===== src/rtl/elastic_pipeline_reg.sv =====
// Elastic pipeline register: DEPTH cascaded main+skid stages with registered ready.
// Optional synchronous flush port enabled by defining PIPE_FLUSH_EN.
`timescale 1ns/1ps

module elastic_pipeline_reg #(
  parameter int unsigned WIDTH = 128,
  parameter int unsigned DEPTH = 1
) (
  input  logic             clk,
  input  logic             reset_n,
  input  logic [WIDTH-1:0] in_data,
  input  logic             in_valid,
  output logic             in_ready,
  output logic [WIDTH-1:0] out_data,
  output logic             out_valid,
  input  logic             out_ready
`ifdef PIPE_FLUSH_EN
  ,
  input  logic             flush
`endif
);

  typedef enum logic [1:0] {
    S_EMPTY = 2'd0,
    S_ONE   = 2'd1,
    S_TWO   = 2'd2
  } stage_state_t;

  logic             flush_i;
  logic [DEPTH:0]   vld_chain;
  logic [DEPTH:0]   rdy_chain;
  logic [WIDTH-1:0] data_chain [DEPTH+1];

`ifdef PIPE_FLUSH_EN
  assign flush_i = flush;
`else
  assign flush_i = 1'b0;
`endif

  assign vld_chain[0]     = in_valid;
  assign data_chain[0]    = in_data;
  assign rdy_chain[DEPTH] = out_ready;
  assign in_ready         = rdy_chain[0];
  assign out_valid        = vld_chain[DEPTH];
  assign out_data         = data_chain[DEPTH];

  for (genvar i = 0; i < DEPTH; i++) begin : g_stage
    stage_state_t     state_q, state_d;
    logic [WIDTH-1:0] main_q, main_d;
    logic [WIDTH-1:0] skid_q, skid_d;
    logic             ready_q;
    logic             push, pop;

    assign push = vld_chain[i] & ready_q;
    assign pop  = (state_q != S_EMPTY) & rdy_chain[i+1];

    always_comb begin
      state_d = state_q;
      main_d  = main_q;
      skid_d  = skid_q;
      case (state_q)
        S_EMPTY: begin
          if (push) begin
            main_d  = data_chain[i];
            state_d = S_ONE;
          end
        end
        S_ONE: begin
          if (push && pop) begin
            main_d = data_chain[i];
          end else if (push) begin
            skid_d  = data_chain[i];
            state_d = S_TWO;
          end else if (pop) begin
            state_d = S_EMPTY;
          end
        end
        S_TWO: begin
          if (pop) begin
            main_d  = skid_q;
            state_d = S_ONE;
          end
        end
        default: state_d = S_EMPTY;
      endcase
      // Flush drops every held beat and any same-edge push, but leaves data untouched.
      if (flush_i) begin
        state_d = S_EMPTY;
        main_d  = main_q;
        skid_d  = skid_q;
      end
    end

    always_ff @(posedge clk) begin
      if (!reset_n) begin
        state_q <= S_EMPTY;
        main_q  <= '0;
        skid_q  <= '0;
        ready_q <= 1'b1;
      end else begin
        state_q <= state_d;
        main_q  <= main_d;
        skid_q  <= skid_d;
        ready_q <= (state_d != S_TWO);
      end
    end

    assign vld_chain[i+1]  = (state_q != S_EMPTY);
    assign data_chain[i+1] = main_q;
    assign rdy_chain[i]    = ready_q;
  end

endmodule


===== config.mk =====
export PLATFORM = sky130hd
export DESIGN_NAME = elastic_pipeline_reg
export DESIGN_NICKNAME = d
export VERILOG_FILES = /design/src/rtl/elastic_pipeline_reg.sv
export SDC_FILE = /design/constraint.sdc
export NUM_CORES = 1
export LEC_CHECK = 0
export ABC_CLOCK_PERIOD_IN_PS = 2370
export CAP_MARGIN = 20
export CORE_MARGIN = 2
export CORE_UTILIZATION = 39
export CTS_CLUSTER_SIZE = 30
export DETAILED_ROUTE_END_ITERATION = 8
export GPL_ROUTABILITY_DRIVEN = 0
export PLACE_DENSITY = 0.68
export REMOVE_ABC_BUFFERS = 1
export SETUP_SLACK_MARGIN = 0.02
export SYNTH_ARGS = -nofsm -noshare
export SYNTH_HDL_FRONTEND = slang
export SYNTH_SLANG_ARGS = --single-unit

===== constraint.sdc =====
create_clock -name clk -period 2.37 [get_ports clk]
set_input_delay 0.474 -clock clk [delete_from_list [all_inputs] [get_ports clk]]
set_output_delay 0.474 -clock clk [all_outputs]
set_load 0.02 [all_outputs]

==> results.yml, run 1 <==
run_status:
  outcome: "complete, no violations"
synthesis:
  post-synth-top-area-cell: "dfxtp_1"
  synth_area_sq_mm: 0.00999
  synth-seq-cells: 259
  yosysUniqueCellTypes: 21
  ys_warn_count: 0
  ys_seq_area_share_pct: 51.9
  postSynthCellCount: 1287
  synth_top_area_share_pct: 51.9
  synth_area_leaders: "dfxtp_1 52%, nand2_1 19%, a311oi_1 11%"
  synth_area_per_cell_sq_um: 7.77
pwr:
  total_leakage_power_nw: 5.14
  power.share.combinational_pct: 17.0
  fin_total_pwr_mw: 11.4
  pwr-share-clk_pct: 40.5
  seq_power_share_pct: 42.6
  power_density_mw_per_mm2: 811
  p_switching_mw: 2.92
  switching_share_pct: 25.7
  ir_drop_mv: 0.471
  p_int_mw: 8.46
floorplan:
  start_util_pct: 39.7
  die_h_um: 164
  die-area_sq_mm: 0.0269
  die_width_um: 164
  core-area_sq_mm: 0.0252
  ios: 262
  num_rows: 58
sta:
  max_freq_mhz: 446
  report.final.slew_viol_count: 0
  setup_viol: 0
  worst_pin_slew_ns: 0.532
  skew_ns: 0.0186
  rsz0062_at_grt: "no"
  fin_tns_setup_ns: 0
  period_share_pct: 94.5
  min_period_ns: 2.24
  fin_hold_ws_ns: 0.452
  fin_ws_ns: 0.130
  slew_headroom_pct: 64.5
  final_hold_viol_count: 0
detailed_routing:
  met1_length_mm: 12.3
  drt_iter0_markers: 696
  wire_per_inst_um: 15.0
  dr_wl_met3_mm: 1.99
  vias: 9440
  postRouteAntennaNets: 0
  drt-total-wl_mm: 27.7
  top_layer_used: "met4"
  route.detailed.drc: 0
  route.met2.wl_mm: 12.9
  first_pass_iters: 5
  vias_per_cell: 5.10
clock_network:
  clk_latency_ns: 0.54
  cts_buffers: 28
  cts_tree: "yes"
  path_clk_slew_ns: 0.06
  htreeDepth: 1
  clockBufferDepth: 3
  cts.sinks: 259
  cts_hold_buf: 0
  root_buffer: "clkbuf_16"
final_layout:
  diodes: 0
  fin_nets: 1632
  drive_gt1_share_pct: 5.66
  multi_input_area_sq_mm: 0.00433
  seqCellArea_sq_mm: 0.00519
  fin_util_pct: 55.7
  area_growth_pct: 40.3
  fill_cells: 2270
  fin_area_sq_mm: 0.0140
  final-instance-count-excl-fill: 1850
critical_path:
  critPathLaunchType: "flop"
  cp_data_arrival_time_ns: 1.77
  critPathRequiredTime_ns: 1.90
  crit_type: "reg2out"
  critPathMaxFanout: 8
  end_kind: "primary output"
run:
  cap_violations: 0
placed_design:
  dp_slack_ns: 0.0833
  place_inst: 1800
  placed_area_sq_mm: 0.0130
  portBuffers: 261
  dp_hpwl_mm: 17.3
grt:
  grt_start_max_net_pins: 80
  antenna_found_initial: 0
  grt_pass1_vias: 8913
  grt_pass1_wl_mm: 43.6
  grt_overflow_total: 0
  track_usage_pct: 19.7
hold_path:
  hold_class: "reg2reg"
-- repair_timing --
item / CTS / global route
resized for setup: 0 / 1
setup buffers: 0 / 0
endpoints found under the hold margin: 0 / 0
setup endpoints to repair: 0 / 1
-- critical path, stage by stage (launching register included) --
cell and delay (ns):
dfxtp_1 0.38, or2_2 0.33, clkdlybuf4s50_1 0.54
-- cells in the mapped netlist --
library cell and number:
a21oi_1 130, a311oi_1 128, a31oi_1 1, buf_1 1, buf_2 67, buf_4 2
clkbuf_1 42, dfxtp_1 259, inv_2 1, nand2_1 513, nand2b_1 2, nand3b_1 1
nand3b_4 1, nand4b_1 1, nor2_1 131, nor2b_1 1, nor3_1 1, o211ai_2 1
o21bai_1 1, or2_2 2, or3_1 1
-- placed cells by master, fill, tap and decap left out, types with 5 or more instances in the layout --
master / n
nand2_1: 513
clkdlybuf4s50_1: 261
dfxtp_1: 258
nor2_1: 130
a21oi_1: 130
a311oi_1: 128
clkbuf_16: 29
buf_12: 19
buf_4: 15
clkbuf_1: 7
bufinv_16: 5
clkinv_2: 5
-- area by class of cell --
class | instances | share of cell area, %
sequential | 259 | 37.0
multi-input combinational | 915 | 30.9
timing repair buffer | 295 | 22.1
clock buffer | 39 | 5.66
tap | 330 | 2.94
clock inverter | 11 | 1.31
inverter | 1 | 0.0803
-- routing by layer --
metal	up-vias	global-route usage, %
met2	257	33.3
met4	0	5.22
met3	41	4.42
met1	4395	25.4
li1	4747	-
met5	-	0
-- power by group through the flow --
stage               Combinational [mW]  Sequential (mW)  Clock (mW)
global placement                  1.91             4.93           0
detailed placement                1.94             4.93           0
global route                      2.09             4.87        4.87
finish                            1.93             4.84        4.60
floorplan                        0.719             5.19           0
CTS                               1.94             4.84        4.70
-- final timing paths --
path | cells after the start | startpoint | slack (ns) | to
min | 2 | g_stage[0].skid_q[30]$_SDFFE_PN0P_ | 0.45 | g_stage[0].skid_q[30]$_SDFFE_PN0P_
max | 2 | g_stage[0].state_q[1]$_SDFF_PN0_ | 0.13 | out_valid
max reg2reg | 4 | g_stage[0].state_q[1]$_SDFF_PN0_ | 0.61 | out_data[45]$_SDFFE_PN0P_
min reg2reg | 2 | g_stage[0].skid_q[30]$_SDFFE_PN0P_ | 0.45 | g_stage[0].skid_q[30]$_SDFFE_PN0P_
-- cell families (layout without fill, tap and decap cells) --
group / count (synthesis) / after routing / synth area share, %
flops: 259 / 259 / 51.9
simple gates: 654 / 654 / 25.0
buf+inv: 113 / 346 / 5.16
compound gates: 261 / 261 / 18.0
-- state kept, by name, summed over array words and instances, names as in the netlist --
name	cells
in_ready	1
g_stage.skid_q	128
g_stage.state_q	2
out_data	128
(Power assumes the default switching activity.)
==> run 2, diff against run 1 <==
--- a/config.mk
+++ b/config.mk
@@ -7,13 +7,15 @@
 export LEC_CHECK = 0
 export ABC_CLOCK_PERIOD_IN_PS = 2370
 export CAP_MARGIN = 20
+export CELL_PAD_IN_SITES_DETAIL_PLACEMENT = 0
+export CELL_PAD_IN_SITES_GLOBAL_PLACEMENT = 2
 export CORE_MARGIN = 2
-export CORE_UTILIZATION = 39
+export CORE_UTILIZATION = 29
 export CTS_CLUSTER_SIZE = 30
 export DETAILED_ROUTE_END_ITERATION = 8
 export GPL_ROUTABILITY_DRIVEN = 0
-export PLACE_DENSITY = 0.68
-export REMOVE_ABC_BUFFERS = 1
+export GPL_TIMING_DRIVEN = 0
+export PLACE_DENSITY = 0.86
 export SETUP_SLACK_MARGIN = 0.02
 export SYNTH_ARGS = -nofsm -noshare
 export SYNTH_HDL_FRONTEND = slang
==> run 2 against run 1 <==
Net effect: first-iteration DRC count down 35%; hold slack worse by 0.00056 ns; flip-flop and latch count unchanged; global-route usage down 1.6 points.
==> results.yml, run 2 (synthesis results as in run 1) <==
run_status:
  outcome: "complete, no violations"
sta:
  fin_tns_setup_ns: 0
  fin_ws_ns: 0.0951
  setup_viol: 0
  rsz0062_at_grt: "no"
  worst_pin_slew_ns: 0.853
  final_hold_viol_count: 0
  period_share_pct: 96.0
  skew_ns: 0.00874
  fin_hold_ws_ns: 0.452
  report.final.slew_viol_count: 0
  max_freq_mhz: 440
  slew_headroom_pct: 43.1
  min_period_ns: 2.27
placed_design:
  dp_hpwl_mm: 23.2
  portBuffers: 261
  place_inst: 1996
  dp_slack_ns: -0.292
  placed_area_sq_mm: 0.0132
grt:
  grt_start_max_net_pins: 15
  grt_pass1_vias: 9240
  grt_overflow_total: 0
  grt_pass1_wl_mm: 51.9
  track_usage_pct: 18.1
  antenna_found_initial: 3
detailed_routing:
  postRouteAntennaNets: 0
  drt-total-wl_mm: 33.6
  vias: 9652
  route.detailed.drc: 0
  drt_iter0_markers: 455
  first_pass_iters: 5
  vias_per_cell: 4.71
  wire_per_inst_um: 16.4
pwr:
  ir_drop_mv: 0.530
  total_leakage_power_nw: 5.22
  fin_total_pwr_mw: 11.3
  power_density_mw_per_mm2: 801
floorplan:
  start_util_pct: 29.7
  die_width_um: 190
  core-area_sq_mm: 0.0337
  num_rows: 67
  die_h_um: 190
  ios: 262
  die-area_sq_mm: 0.0360
critical_path:
  critPathMaxFanout: 8
  crit_type: "reg2out"
  critPathLaunchType: "flop"
  critPathRequiredTime_ns: 1.90
  reg2reg_from: "g_stage[0].state_q[1]$_SDFF_PN0_"
  endpoint: "out_valid"
  end_kind: "primary output"
  startpoint: "g_stage[0].state_q[1]$_SDFF_PN0_"
  r2r_slack_ns: 0.41
  reg2reg_to: "g_stage[0].skid_q[104]$_SDFFE_PN0P_"
  r2r.worst_path.cells: 6
  cp_data_arrival_time_ns: 1.80
clock_network:
  root_buffer: "clkbuf_16"
  cts_tree: "yes"
  clockBufferDepth: 3
  htreeDepth: 1
  path_clk_slew_ns: 0.06
  cts_setup_buffers: 0
  cts.sinks: 259
  clk_latency_ns: 0.55
  cts_buffers: 30
final_layout:
  fin_nets: 1712
  drive_gt1_share_pct: 7.44
  fin_util_pct: 42.0
  layout_common_cells: "513 x nand2_1, 261 x clkdlybuf4s50_1, 258 x dfxtp_1"
  fill_cells: 3474
  final-instance-count-excl-fill: 2049
  seqCellArea_sq_mm: 0.00519
  multi_input_area_sq_mm: 0.00429
  area_growth_pct: 41.5
  final_common_cell: "nand2_1"
  fin_area_sq_mm: 0.0141
run:
  cap_violations: 0
synthesis:
  syn-num-nets: 1419
hold_path:
  hold_class: "reg2reg"
-- run 2: cell types whose count changed in the layout (fill, tap and decap cells not counted), sizes merged --
cell,before,now
bufinv,5,1
buf,34,70
diode,0,2
clkinv,6,3
clkbuf,39,89
-- run 2: timing repair --
action | 4_1_cts | 5_1_grt
endpoints found under the setup margin | 0 | 1
resized for setup | 0 | 1
hold buffers | 0 | 0
-- run 2: per-layer routing --
metal / track usage, % / share of wire, % / vias up
met3: 4.19 / 6.4 / 51
li1: - / - / 4913
met2: 29.6 / 45 / 255
met5: 0 / 0.074 / -
met1: 24.1 / 46 / 4429
met4: 4.59 / 2.3 / 4
-- run 2: where the power goes --
part / internal (mW) / switching (mW) / leakage, nW
sequential: 4.66 / 0.168 / 2.13
combinational: 0.881 / 1.07 / 2.62
clock: 2.75 / 1.80 / 0.481
total: 8.29 / 3.04 / 5.22
-- run 2: worst min path at each step --
| stage | start | cells after the start | end | slack (ns) |
|---|---|---|---|---|
| after global routing | g_stage[0].skid_q[120]$_SDFFE_PN0P_ | 2 | g_stage[0].skid_q[120]$_SDFFE_PN0P_ | 0.47 |
| final | g_stage[0].skid_q[31]$_SDFFE_PN0P_ | 2 | g_stage[0].skid_q[31]$_SDFFE_PN0P_ | 0.45 |
| after global placement | g_stage[0].skid_q[94]$_SDFFE_PN0P_ | 2 | g_stage[0].skid_q[94]$_SDFFE_PN0P_ | 0.44 |
| after detailed placement | g_stage[0].skid_q[0]$_SDFFE_PN0P_ | 2 | g_stage[0].skid_q[0]$_SDFFE_PN0P_ | 0.45 |
| after floorplan | g_stage[0].skid_q[0]$_SDFFE_PN0P_ | 2 | g_stage[0].skid_q[0]$_SDFFE_PN0P_ | 0.44 |
| after CTS | g_stage[0].skid_q[0]$_SDFFE_PN0P_ | 2 | g_stage[0].skid_q[0]$_SDFFE_PN0P_ | 0.45 |
-- run 2: cell type report --
class / instances / share of cell area, %
well taps: 448 / 3.96
clock inverters: 4 / 0.318
flip-flops and latches: 259 / 36.7
repair buffers: 261 / 18.5
plain buffers: 112 / 3.62
inverters: 1 / 0.0265
diodes: 2 / 0.0354
multi-input cells: 915 / 30.4
clock buffers: 47 / 6.55
-- run 2: critical path, cell delays in order, from the launching register on --
cell,delay (ns)
dfxtp_1,0.37
or2_2,0.31
clkdlybuf4s50_1,0.57
